## src/rtl/pong_pkg.sv

```systemverilog
// Shared constants, debounce state encoding and speed helper for the pong
// input-conditioning logic.
package pong_pkg;

  localparam int unsigned BTN_COUNT = 4;
  localparam int unsigned SPEED_W   = 4;

  localparam logic [SPEED_W-1:0] DEFAULT_SPEED = 4'd4;
  localparam logic [SPEED_W-1:0] MIN_SPEED     = 4'd1;

  typedef enum logic [1:0] {
    STABLE_LO,
    PEND_HI,
    STABLE_HI,
    PEND_LO
  } deb_state_t;

  // A zero DIP setting would freeze the object, so clamp it up to the minimum.
  function automatic logic [SPEED_W-1:0] floor_speed(input logic [SPEED_W-1:0] s);
    return (s == '0) ? MIN_SPEED : s;
  endfunction

endpackage

```

## src/rtl/debounce_channel.sv

```systemverilog
// One button channel: input synchronizer, four-state debounce FSM with a
// saturating-free 16-bit hold counter, and a rising-edge pulse.
module debounce_channel
  import pong_pkg::*;
#(
  parameter logic [15:0] DEBOUNCE_CYCLES = 16'd50000,
  parameter int unsigned SYNC_STAGES     = 2
) (
  input  logic CLK,
  input  logic rst_n,
  input  logic raw,
  output logic clean,
  output logic rise
);

  localparam logic [15:0] LAST = DEBOUNCE_CYCLES - 16'd1;

  logic [SYNC_STAGES-1:0] sync_q;
  logic                   level;
  deb_state_t             state;
  logic [15:0]            cnt;

  always_ff @(posedge CLK) begin
    if (!rst_n) begin
      sync_q <= '0;
    end else begin
      sync_q <= {sync_q[SYNC_STAGES-2:0], raw};
    end
  end

  assign level = sync_q[SYNC_STAGES-1];

  // clean/rise update on the same edge as the STABLE_HI/LO entry, so the
  // accepted level appears SYNC_STAGES+DEBOUNCE_CYCLES+1 edges after sampling.
  always_ff @(posedge CLK) begin
    if (!rst_n) begin
      state <= STABLE_LO;
      cnt   <= '0;
      clean <= 1'b0;
      rise  <= 1'b0;
    end else begin
      rise <= 1'b0;
      unique case (state)
        STABLE_LO: begin
          if (level) begin
            state <= PEND_HI;
            cnt   <= '0;
          end
        end
        STABLE_HI: begin
          if (!level) begin
            state <= PEND_LO;
            cnt   <= '0;
          end
        end
        PEND_HI: begin
          if (!level) begin
            state <= STABLE_LO;
            cnt   <= '0;
          end else if (cnt == LAST) begin
            state <= STABLE_HI;
            cnt   <= '0;
            clean <= 1'b1;
            rise  <= 1'b1;
          end else begin
            cnt <= cnt + 16'd1;
          end
        end
        PEND_LO: begin
          if (level) begin
            state <= STABLE_HI;
            cnt   <= '0;
          end else if (cnt == LAST) begin
            state <= STABLE_LO;
            cnt   <= '0;
            clean <= 1'b0;
          end else begin
            cnt <= cnt + 16'd1;
          end
        end
      endcase
    end
  end

endmodule

```

## src/rtl/btn_speed_conditioner.sv

```systemverilog
// Conditions pad buttons (debounce + rise pulses) and latches DIP speed
// settings once per frame so gameplay sees stable values.
module btn_speed_conditioner
  import pong_pkg::*;
#(
  parameter logic [15:0] DEBOUNCE_CYCLES = 16'd50000,
  parameter int unsigned SYNC_STAGES     = 2
) (
  input  logic                   CLK,
  input  logic                   rst_n,
  input  logic [BTN_COUNT-1:0]   btns_raw,
  input  logic [2*SPEED_W-1:0]   speed_raw,
  input  logic                   force_fallback,
  input  logic                   frame_tick,
  output logic [BTN_COUNT-1:0]   btns_clean,
  output logic [BTN_COUNT-1:0]   btns_rise,
  output logic [SPEED_W-1:0]     ball_speed,
  output logic [SPEED_W-1:0]     player_speed,
  output logic                   cfg_update
);

  for (genvar i = 0; i < BTN_COUNT; i++) begin : g_btn
    debounce_channel #(
      .DEBOUNCE_CYCLES(DEBOUNCE_CYCLES),
      .SYNC_STAGES    (SYNC_STAGES)
    ) u_ch (
      .CLK  (CLK),
      .rst_n(rst_n),
      .raw  (btns_raw[i]),
      .clean(btns_clean[i]),
      .rise (btns_rise[i])
    );
  end

  // {force_fallback, speed_raw} share one synchronizer chain of equal depth.
  logic [2*SPEED_W:0] cfg_sync [SYNC_STAGES];
  logic [2*SPEED_W:0] cfg_s;

  always_ff @(posedge CLK) begin
    if (!rst_n) begin
      for (int unsigned i = 0; i < SYNC_STAGES; i++) begin
        cfg_sync[i] <= '0;
      end
    end else begin
      cfg_sync[0] <= {force_fallback, speed_raw};
      for (int unsigned i = 1; i < SYNC_STAGES; i++) begin
        cfg_sync[i] <= cfg_sync[i-1];
      end
    end
  end

  assign cfg_s = cfg_sync[SYNC_STAGES-1];

  always_ff @(posedge CLK) begin
    if (!rst_n) begin
      ball_speed   <= DEFAULT_SPEED;
      player_speed <= DEFAULT_SPEED;
      cfg_update   <= 1'b0;
    end else begin
      cfg_update <= frame_tick;
      if (frame_tick) begin
        if (cfg_s[2*SPEED_W]) begin
          ball_speed   <= DEFAULT_SPEED;
          player_speed <= DEFAULT_SPEED;
        end else begin
          ball_speed   <= floor_speed(cfg_s[SPEED_W-1:0]);
          player_speed <= floor_speed(cfg_s[2*SPEED_W-1:SPEED_W]);
        end
      end
    end
  end

endmodule

```

## config.mk

```make
export PLATFORM = sky130hd
export DESIGN_NAME = btn_speed_conditioner
export DESIGN_NICKNAME = d
export VERILOG_FILES = /design/src/rtl/pong_pkg.sv /design/src/rtl/debounce_channel.sv /design/src/rtl/btn_speed_conditioner.sv
export SDC_FILE = /design/constraint.sdc
export NUM_CORES = 1
export LEC_CHECK = 0
export ABC_CLOCK_PERIOD_IN_PS = 2600
export BUFFER_PORTS_ARGS = -buffer_cell sky130_fd_sc_hd__buf_2
export CORE_ASPECT_RATIO = 0.6
export CORE_MARGIN = 2
export CORE_UTILIZATION = 40
export DETAILED_ROUTE_END_ITERATION = 10
export HOLD_SLACK_MARGIN = 0.05
export PLACE_DENSITY = 0.66
export SKIP_LAST_GASP = 1
export SLEW_MARGIN = 10
export SYNTH_ARGS = -nofsm -noshare
export SYNTH_HDL_FRONTEND = slang
export SYNTH_SLANG_ARGS = --single-unit
```

## constraint.sdc

```tcl
create_clock -name CLK -period 2.6 [get_ports CLK]
set_clock_uncertainty 0.1 [all_clocks]
set_input_delay 0.39 -clock CLK [delete_from_list [all_inputs] [get_ports CLK]]
set_output_delay 0.39 -clock CLK [all_outputs]
set_load 0.005 [all_outputs]
```

==> out/qor.yml <==
status: "completed"
crit_required_ns: 2.77
cts_root_buf: "clkbuf_16"
synth_nets: 608
syn_area_mm2: 0.00509
synth_flop_cell: "dfxtp_1"
cts_buffers: 17
worst-slew-pin-transition_ns: 0.721
cts_buffer_depth: 2
wire_per_inst_um: 13.2
cp_top_family: "simple AND/OR/NAND/NOR gates"
path_clk_slew_ns: 0.06
tritoncts: "built"
final-hold-violation-count: 0
io_buffers: 32
core_mm2: 0.0122
first_pass_iters: 5
hold_start: "speed_raw[7]"
grt_pass1_wl_um: 18000
holdBufCountCts: 0
antenna_found_initial: 0
layout-drive-gt1-share: 0.130
drc: 0
slowest_delay_ns: 0.57
num_rows: 31
dieArea_mm2: 0.0137
ys_ff_latch: 115
vias: 4247
clkSinkCount: 115
crit_path_cell_trace: "or4b_4 > nor4_4 > nor2_2 > nor2_1 > nor2_1"
post_cts_buffers: 0
cts_resized: 0
max_freq_ghz: 0.452
grt_usage: 0.163
viasPerCell: 5.40
synth_edf_count: 0
p_leak_uw: 0.00218
drtAntennaViolNets: 0
path_max_fanout: 8
setup_tns_ns: 0
cap_violations: 0
avgSynthCellArea_um2: 8.65
arrival_ns: 2.39
nFillCells: 1183
cp_common_cell: "nor2_1"
period_needed_ns: 2.21
layout.nets: 629
critPathSlowestCell: "or4b_4"
yosysUniqueCellTypes: 56
yosysSeqAreaShare: 0.452
cts-htree-levels: 4
fp.dieW_um: 150
dp_hpwl_um: 7140
synth_cells: 588
overflow: 0
crit_path_start: "g_btn[3].u_ch.cnt[11]"
drv_slew: 0
end_kind: "flop"
gp_congestion: 0.837
drtIter0Drc: 281
r2r_start: "g_btn[3].u_ch.cnt[11]"
yosys_warnings: 0
die_h_um: 91.4
fin_crit_sh: 0.851
area_growth_pct: 16.2
post-route-util: 0.484
power_per_cell_area_mw_per_mm2: 716
whs_ns: 0.0836
diodes: 0
grt_pass1_vias: 3902
min_path_type: "primary input to flop"
ios: 33
initial_core_util: 0.416
setup.worst_path.class: "flop to flop"
finalSetupViolations: 0
grt_max_degree: 63
rsz0062_at_grt: "no"
wl_um: 10400
start_kind: "flop"
clock_latency_ns: 0.41
worst-path-buf-inv: 0
async_reset_ff_frac: 0
maxSlewHeadroom: 0.519
irDropWorstVdd_v: 0.000420
-- per-layer routing --
layer  vias to the layer above  wire [µm]  track usage
met1                      1993       5450        0.224
met2                        95       4390        0.240
met5                         -          0            0
met4                         0        106       0.0611
li1                       2148          -            -
met3                        11        468       0.0508
-- cells in the final DEF (no fill, tap or decap), drive strengths merged, types with 19 or more instances in the layout --
| master | n |
|---|---|
| nor2 | 32 |
| dfxtp | 115 |
| buf | 35 |
| a21oi | 33 |
| clkbuf | 19 |
| and2 | 32 |
| a31oi | 22 |
| inv | 23 |
| nand2 | 52 |
| o21ai | 37 |
| nand3 | 34 |
-- worst paths after layout --
path	to	slack [ns]	depth (start not counted)
setup / recovery	g_btn[3].u_ch.cnt[13]	0.39	5
hold / removal	cfg_sync[0][7]	0.08	2
setup reg to reg	g_btn[3].u_ch.cnt[13]	0.39	5
hold reg to reg	g_btn[1].u_ch.sync_q[1]	0.33	1
-- metrics by stage --
stage          instance area (µm²)  worst slack [ns]  std cells  power (µW)
2_1_floorplan                 5090             0.639        588        1940
3_3_place_gp                  5320             0.199        755        1980
3_5_place_dp                  5320            0.0658        755        1990
4_1_cts                       5910            0.0590        787        4290
5_1_grt                       5910             0.168        787        4410
6_report                      5910             0.387        787        4230
-- cells by family (layout without fill, tap and decap cells) --
logic type               after synthesis  after routing  synth area share
flip-flops                           115            115             0.452
multiplexers                           5              5           0.00984
XOR/XNOR                              19             19            0.0327
AO/OA/AOI/OAI                        131            131             0.156
adder cells (fa/ha/maj)                4              4           0.00984
buffers and inverters                 53             87            0.0460
AND/OR/NAND/NOR                      261            261             0.293
-- Yosys cell counts, types with 4 or more instances --
cell | instances | share of area
nor2b_1 | 15 | 0.018
nor4_1 | 4 | 0.0049
nor3b_1 | 7 | 0.010
ha_1 | 4 | 0.0098
a21o_1 | 6 | 0.0089
buf_2 | 4 | 0.0039
or3_1 | 10 | 0.012
buf_4 | 8 | 0.012
mux2i_1 | 5 | 0.0098
and2_1 | 31 | 0.038
a21oi_1 | 32 | 0.031
o211ai_1 | 4 | 0.0059
o21ai_0 | 37 | 0.036
a22o_1 | 5 | 0.0086
dfxtp_1 | 115 | 0.45
clkbuf_1 | 20 | 0.015
a21boi_0 | 9 | 0.013
and4_1 | 6 | 0.010
nand4_1 | 17 | 0.021
inv_1 | 20 | 0.015
xnor2_1 | 6 | 0.010
nand3_1 | 34 | 0.033
and3_1 | 14 | 0.017
xor2_1 | 13 | 0.022
nor2_1 | 30 | 0.022
a31oi_1 | 22 | 0.027
nand2_1 | 52 | 0.038
nor3_1 | 13 | 0.013
-- sequential cells by signal, indices dropped and copies added, names as in the netlist, named ones only --
register and count:
g_btn.u_ch.cnt 64, cfg_sync 18, g_btn.u_ch.sync_q 8, ball_speed 4, g_btn.u_ch.clean 4, g_btn.u_ch.rise 4
g_btn.u_ch.state 4, player_speed 4, cfg_update 1
-- area by class of cell --
cell class / count / area, µm² / share of cell area
flip-flops and latches: 115 / 2300 / 0.389
repair buffers: 35 / 183 / 0.0309
well taps: 165 / 206 / 0.0349
multi-input cells: 420 / 2550 / 0.432
clock inverters: 13 / 150 / 0.0254
inverters: 20 / 75.1 / 0.0127
clock buffers: 19 / 443 / 0.0749
-- where the power goes --
group          switching, µW  leakage, µW  internal, µW
Clock                    838     0.000285          1450
Combinational           75.0     0.000958          58.6
Sequential              17.0     0.000934          1800
Total                    930      0.00218          3300
(Power assumes the default switching activity.)
